File: config.mk
export PLATFORM = sky130hd
export DESIGN_NAME = onehot_idx_encoder_flat
export DESIGN_NICKNAME = d
export VERILOG_FILES = /design/src/rtl/onehot_idx_encoder_pkg.sv /design/src/rtl/onehot_idx_encoder_if.sv /design/src/rtl/onehot_idx_encoder_skid.sv /design/src/rtl/onehot_idx_encoder.sv /design/src/flat_wrapper.sv
export SDC_FILE = /design/constraint.sdc
export NUM_CORES = 1
export LEC_CHECK = 0
export CAP_MARGIN = 40
export CELL_PAD_IN_SITES_DETAIL_PLACEMENT = 1
export CELL_PAD_IN_SITES_GLOBAL_PLACEMENT = 2
export CORE_MARGIN = 10
export CORE_UTILIZATION = 24
export DETAILED_ROUTE_END_ITERATION = 8
export PLACE_DENSITY_LB_ADDON = 0.3
export SYNTH_ARGS = -nofsm -noshare
export SYNTH_HDL_FRONTEND = slang
export SYNTH_HIERARCHICAL = 1
export SYNTH_SLANG_ARGS = --single-unit
File: constraint.sdc
create_clock -name clk -period 1.55 [get_ports clk]
set_input_delay 0.2325 -clock clk [delete_from_list [all_inputs] [get_ports clk]]
set_output_delay 0.2325 -clock clk [all_outputs]
set_load 0.01 [all_outputs]
File: src/rtl/onehot_idx_encoder_pkg.sv
// +--------------------------------------------------------------------------+
// | onehot_pkg : shared widths and the one-hot -> {err, idx} reference encode |
// | Revision   : 1.0                                                          |
// +--------------------------------------------------------------------------+
`default_nettype none

package onehot_pkg;

    localparam int DEF_IDX_W     = 3;
    localparam int DEF_N         = 2 ** DEF_IDX_W;
    localparam bit DEF_MSB_FIRST = 1'b1;

    typedef struct packed {
        logic                 err;
        logic [DEF_IDX_W-1:0] idx;
    } enc_t;

    // Multi-hot resolves to the lowest index; zero-hot gives index 0. Both flag err.
    function automatic enc_t onehot_to_idx(input logic [DEF_N-1:0] code);
        enc_t res;
        res.idx = '0;
        for (int i = DEF_N - 1; i >= 0; i--) begin
            if (code[DEF_MSB_FIRST ? (DEF_N - 1 - i) : i]) begin
                res.idx = i[DEF_IDX_W-1:0];
            end
        end
        res.err = (code == '0) || ((code & (code - {{(DEF_N-1){1'b0}}, 1'b1})) != '0);
        return res;
    endfunction

endpackage

`default_nettype wire

File: src/rtl/onehot_idx_encoder_if.sv
// +--------------------------------------------------------------------------+
// | onehot_idx_encoder_if : valid/ready code-in and index-out handshake bus   |
// | Revision              : 1.0                                               |
// +--------------------------------------------------------------------------+
`default_nettype none

interface onehot_idx_encoder_if
    import onehot_pkg::*;
#(
    parameter int IDX_W = DEF_IDX_W
);
    localparam int N = 2 ** IDX_W;

    logic             in_vld;
    logic             in_rdy;
    logic [N-1:0]     in_code;
    logic             out_vld;
    logic             out_rdy;
    logic [IDX_W-1:0] out_idx;
    logic             out_err;

    modport master (
        output in_vld, in_code, out_rdy,
        input  in_rdy, out_vld, out_idx, out_err
    );

    modport slave (
        input  in_vld, in_code, out_rdy,
        output in_rdy, out_vld, out_idx, out_err
    );

endinterface

`default_nettype wire

File: src/rtl/onehot_idx_encoder_skid.sv
// +--------------------------------------------------------------------------+
// | idx_skid_buf : 2-entry valid/ready skid buffer, registered in_rdy         |
// | Revision     : 1.0                                                        |
// +--------------------------------------------------------------------------+
`default_nettype none

module idx_skid_buf #(
    parameter int WIDTH = 4
) (
    input  wire              clk,
    input  wire              rst,
    input  wire              in_vld,
    output logic             in_rdy,
    input  wire  [WIDTH-1:0] in_data,
    output logic             out_vld,
    input  wire              out_rdy,
    output logic [WIDTH-1:0] out_data
);

    logic             main_vld;
    logic             skid_vld;
    logic [WIDTH-1:0] main_data;
    logic [WIDTH-1:0] skid_data;
    logic             accept;
    logic             load_main;

    assign accept    = in_vld && !skid_vld;
    assign load_main = !main_vld || out_rdy;

    // Skid is only ever full while main is full, so in_rdy low blocks any accept.
    always_ff @(posedge clk or posedge rst) begin
        if (rst) begin
            main_vld  <= 1'b0;
            skid_vld  <= 1'b0;
            main_data <= '0;
            skid_data <= '0;
        end else if (load_main) begin
            if (skid_vld) begin
                main_data <= skid_data;
                main_vld  <= 1'b1;
                skid_vld  <= 1'b0;
            end else begin
                main_vld <= accept;
                if (accept) begin
                    main_data <= in_data;
                end
            end
        end else if (accept) begin
            skid_data <= in_data;
            skid_vld  <= 1'b1;
        end
    end

    assign in_rdy   = !skid_vld;
    assign out_vld  = main_vld;
    assign out_data = main_data;

endmodule

`default_nettype wire

File: src/rtl/onehot_idx_encoder.sv
// +--------------------------------------------------------------------------+
// | onehot_idx_encoder : one-hot select word -> registered {err, idx}         |
// | Optional saturating error counter: ONEHOT_ERR_CNT_EN  Revision : 1.0      |
// +--------------------------------------------------------------------------+
`default_nettype none

module onehot_idx_encoder
    import onehot_pkg::*;
#(
    parameter int IDX_W     = DEF_IDX_W,
    parameter bit MSB_FIRST = DEF_MSB_FIRST,
    parameter int CNT_W     = 16
) (
    input  wire              clk,
    input  wire              rst,
    onehot_idx_encoder_if.slave bus,
    input  wire              err_clr,
    output logic [CNT_W-1:0] err_cnt
);

    localparam int N = 2 ** IDX_W;

    logic [IDX_W-1:0] enc_idx;
    logic             enc_err;
    logic [IDX_W:0]   out_word;
    logic             accept;

    // Walking from the highest index down lets the lowest set index win.
    always_comb begin
        enc_idx = '0;
        for (int i = N - 1; i >= 0; i--) begin
            if (bus.in_code[MSB_FIRST ? (N - 1 - i) : i]) begin
                enc_idx = i[IDX_W-1:0];
            end
        end
        enc_err = (bus.in_code == '0) ||
                  ((bus.in_code & (bus.in_code - {{(N-1){1'b0}}, 1'b1})) != '0);
    end

    idx_skid_buf #(
        .WIDTH (IDX_W + 1)
    ) u_skid (
        .clk      (clk),
        .rst      (rst),
        .in_vld   (bus.in_vld),
        .in_rdy   (bus.in_rdy),
        .in_data  ({enc_err, enc_idx}),
        .out_vld  (bus.out_vld),
        .out_rdy  (bus.out_rdy),
        .out_data (out_word)
    );

    assign bus.out_idx = out_word[IDX_W-1:0];
    assign bus.out_err = out_word[IDX_W];
    assign accept      = bus.in_vld && bus.in_rdy;

`ifdef ONEHOT_ERR_CNT_EN
    localparam logic [CNT_W-1:0] CNT_MAX = '1;

    always_ff @(posedge clk or posedge rst) begin
        if (rst) begin
            err_cnt <= '0;
        end else if (err_clr) begin
            err_cnt <= '0;
        end else if (accept && enc_err && (err_cnt != CNT_MAX)) begin
            err_cnt <= err_cnt + {{(CNT_W-1){1'b0}}, 1'b1};
        end
    end
`else
    logic unused_cnt_inputs;
    assign unused_cnt_inputs = err_clr ^ accept ^ enc_err;
    assign err_cnt           = '0;
`endif

endmodule

`default_nettype wire
File: src/flat_wrapper.sv
// flat-port wrapper written by rule: the top's interface ports become plain ports
module onehot_idx_encoder_flat import onehot_pkg::*;
#(
    parameter int IDX_W     = DEF_IDX_W,
    parameter bit MSB_FIRST = DEF_MSB_FIRST,
    parameter int CNT_W     = 16
)
  (clk, rst, err_clr, err_cnt, bus_in_vld, bus_in_code, bus_out_rdy, bus_in_rdy, bus_out_vld, bus_out_idx, bus_out_err);
  onehot_idx_encoder_if #(.IDX_W(IDX_W)) bus_i ();
  input  wire clk;
  input  wire rst;
  input  wire err_clr;
  output logic [CNT_W-1:0] err_cnt;
  input wire logic [$bits(bus_i.in_vld)-1:0] bus_in_vld;
  input wire logic [$bits(bus_i.in_code)-1:0] bus_in_code;
  input wire logic [$bits(bus_i.out_rdy)-1:0] bus_out_rdy;
  output wire logic [$bits(bus_i.in_rdy)-1:0] bus_in_rdy;
  output wire logic [$bits(bus_i.out_vld)-1:0] bus_out_vld;
  output wire logic [$bits(bus_i.out_idx)-1:0] bus_out_idx;
  output wire logic [$bits(bus_i.out_err)-1:0] bus_out_err;
  assign bus_i.in_vld = bus_in_vld;
  assign bus_i.in_code = bus_in_code;
  assign bus_i.out_rdy = bus_out_rdy;
  assign bus_in_rdy = bus_i.in_rdy;
  assign bus_out_vld = bus_i.out_vld;
  assign bus_out_idx = bus_i.out_idx;
  assign bus_out_err = bus_i.out_err;
  onehot_idx_encoder #(.IDX_W(IDX_W), .MSB_FIRST(MSB_FIRST), .CNT_W(CNT_W)) u_core (.clk(clk), .rst(rst), .bus(bus_i), .err_clr(err_clr), .err_cnt(err_cnt));
endmodule
==> flow_metrics.env, run 1 <==
export IMPL_rsz0062_at_grt="true"
export IMPL_crit_slowest_cell="nor4_4"
export IMPL_die_width_um=76.6
export IMPL_maxCapViolCount=0
export IMPL_clock_path_buffers=2
export IMPL_setup_violations=0
export IMPL_rows=20
export IMPL_clk_pin_slew_ps=80
export IMPL_seq_area_frac_synth_pct=32.5
export IMPL_place_area_um2=995
export IMPL_period_needed_ps=1550
export IMPL_power_w=0.000794
export IMPL_root_buffer="clkbuf_4"
export IMPL_criticalPathCategory="in -> reg"
export IMPL_netlist_instances=72
export IMPL_grt_pass1_vias=663
export IMPL_synth_seq_cells=10
export IMPL_ys_types=27
export IMPL_fin_skew_ps=5.72
export IMPL_rr_worst_depth=4
export IMPL_fmax_mhz=647
export IMPL_design_area_um2=1070
export IMPL_numPortBuffers=17
export IMPL_viasPerCell=3.90
export IMPL_start_util_pct=25.2
export IMPL_grt_pass1_wl_um=3190
export IMPL_hold_class="in -> async"
export IMPL_holdBufCountCts=0
export IMPL_yosys_area_top_type="dfrtp_1"
export IMPL_drt_pass1_iter_count=4
export IMPL_yosys_area_top_type_share_pct=32.5
export IMPL_fillCellCount=368
export IMPL_setup_tns_ps=0
export IMPL_ir_drop_mv=0.384
export IMPL_power_density_nw_per_um2=742
export IMPL_clkLatencyLatePin_ps=270
export IMPL_crit_path_max_incr_delay_ps=340
export IMPL_vias=577
export IMPL_timing_reg2reg_setup_slack_ps=250
export IMPL_regToRegStartpoint="u_core/u_skid/skid_vld"
export IMPL_drive_above_1_share_pct=39.4
export IMPL_avgSynthCellArea_um2=10.7
export IMPL_drc=0
export IMPL_hold_viol=0
export IMPL_finalNetCount=118
export IMPL_die_h_um=76.6
export IMPL_worst_r2r_endpoint="u_core/u_skid/out_data[0]"
export IMPL_core_area_um2=3050
export IMPL_grt_use_total_pct=6.67
export IMPL_cp_required_ps=1700
export IMPL_cts_buffers=3
export IMPL_io_pins=35
export IMPL_die_area_um2=5870
export IMPL_syn_area_um2=769
export IMPL_grt_ovfl_total=0
export IMPL_end_kind="register"
export IMPL_grt_max_degree=11
export IMPL_yosys_warnings=6
export IMPL_p_leak_nw=0.504
export IMPL_wirelength_um=1850
export IMPL_critPathLaunchType="primary input"
export IMPL_final_period_utilization_pct=99.7
export IMPL_antenna_found_initial=0
export IMPL_gp_congestion=0.782
export IMPL_first_iter_violations=11
export IMPL_path_max_fanout=3
export IMPL_antenna_left=0
export IMPL_cts_sinks=10
export IMPL_path_common_cell="mux2_4"
export IMPL_ys_top_cells_by_area="dfrtp_1 (33%), buf_4 (16%), mux2_2 (12%)"
export IMPL_setup_worst_path_start="bus_in_code[1]"
export IMPL_maxSlewViolCount=0
export IMPL_area_growth_pct=39.0
export IMPL_status="finished clean"
export IMPL_crit_path_end="u_core/u_skid/out_data[3]"
export IMPL_dp_hpwl_um=1540
export IMPL_routedWlPerCell_um=12.5
export IMPL_cts_tree="yes"
export IMPL_cts_htree_levels=1
export IMPL_path_cells="buf_8 > nor4_4 > xor2_1 > o41ai_2 > o22ai_1 > mux2_4 > mux2_4"
export IMPL_crit_arrival_ps=1700
export IMPL_antenna_cells=0
worst max-delay path: cells and delay by family:
family	cells	cell delay [ps]
mux	2	530
compound gates	2	370
simple gates	1	340
xor+xnor	1	130
buf+inv	1	100
cell families after synthesis:
kind of cell / count (synthesis) / synth area share, %
AOI/OAI and AO/OA: 8 / 6.83
xor gates and xnor gates: 1 / 1.14
adders and majority gates: 1 / 1.30
buffers and inverters: 21 / 19.0
DFF: 10 / 32.5
muxes: 12 / 19.5
other: 1 / 0.487
and+or+nand+nor: 18 / 19.2
placed cells by master (no fill, tap or decap):
cell             count
a211oi_2             1
a21boi_0             1
a21oi_1              2
and3b_2              1
buf_2                1
buf_4               13
buf_8                2
clkbuf_4             3
clkbuf_8             1
clkdlybuf4s15_2      1
clkdlybuf4s50_1      8
conb_1              16
dfrtp_1             10
dlygate4sd2_1        5
inv_1                4
maj3_1               1
mux2_2               7
mux2_4               5
nand2_1              2
nand2b_1             3
nand2b_4             1
nand4b_1             1
nor2_1               5
nor2_4               1
nor2b_4              1
nor3_1               1
nor3b_4              1
nor4_4               1
o21ai_0              1
o21bai_1             1
o22ai_1              1
o41ai_2              1
xor2_1               1
synthesized netlist by cell type, drive strengths merged:
library cell	instances
buf	17
mux2	12
dfrtp	10
nor2	6
inv	4
nand2b	4
a21oi	2
nand2	2
a211oi	1
a21boi	1
and3b	1
conb	1
maj3	1
nand4b	1
nor2b	1
nor3	1
nor3b	1
nor4	1
o21ai	1
o21bai	1
o22ai	1
o41ai	1
xor2	1
sequential cells by signal, summed over array words and instances (netlist names):
signal / cells
u_core/u_skid/out_vld: 1
u_core/u_skid/out_data: 4
u_core/u_skid/skid_vld: 1
u_core/u_skid/skid_data: 4
worst min path at each step:
stage	startpoint	to	slack, ps	cells past startpoint
3_5_place_dp	u_core/u_skid/skid_data[0]	u_core/u_skid/skid_data[0]	500	1
2_1_floorplan	rst	u_core/u_skid/out_data[0]	70	1
4_1_cts	rst	u_core/u_skid/out_vld	250	2
6_report	rst	u_core/u_skid/out_vld	230	2
3_3_place_gp	u_core/u_skid/skid_data[0]	u_core/u_skid/skid_data[0]	490	1
5_1_grt	rst	u_core/u_skid/out_data[0]	270	2
where the power goes:
group	internal (W)	switching (W)
logic	0.000132	0.000104
registers	0.000291	0.0000192
clock network	0.000143	0.000104
total	0.000566	0.000228
layer usage:
metal	global-route usage [%]	up-vias	share of wire, %
met2	12.4	17	56
met1	6.50	279	37
li1	-	279	-
met3	2.00	2	5.3
met5	0	-	0
met4	3.35	0	1.1
timing repair:
item	4_1_cts	5_1_grt
setup buffers	3	0
setup endpoints to repair	6	2
pin swaps	4	3
resized for setup	28	1
per-stage QoR:
stage	util [%]	instances	worst slack, ps	hold WS (ps)
after floorplan	-	87	-76.2	72.7
after global placement	32.6	141	-669	491
after detailed placement	32.6	141	-754	500
after CTS	34.9	148	-71.0	249
after global routing	35.0	148	-93.8	271
final	35.0	148	4.65	228
area by class of cell:
class                   count  area [µm²]  share of cell area, %
flip-flops and latches     10         250                   23.4
multi-input cells          56         445                   41.6
clock buffers               4        36.3                   3.39
inverters                   4        15.0                   1.40
repair buffers             30         268                   25.0
well taps                  44        55.1                   5.15
(Power assumes the default switching activity.)
==> inputs of run 2 (changes only) <==
CAP_MARGIN = 20   (was 40)
==> results of run 2 <==
Same layout as run 1: the final DEF is identical, and so are final timing and power.
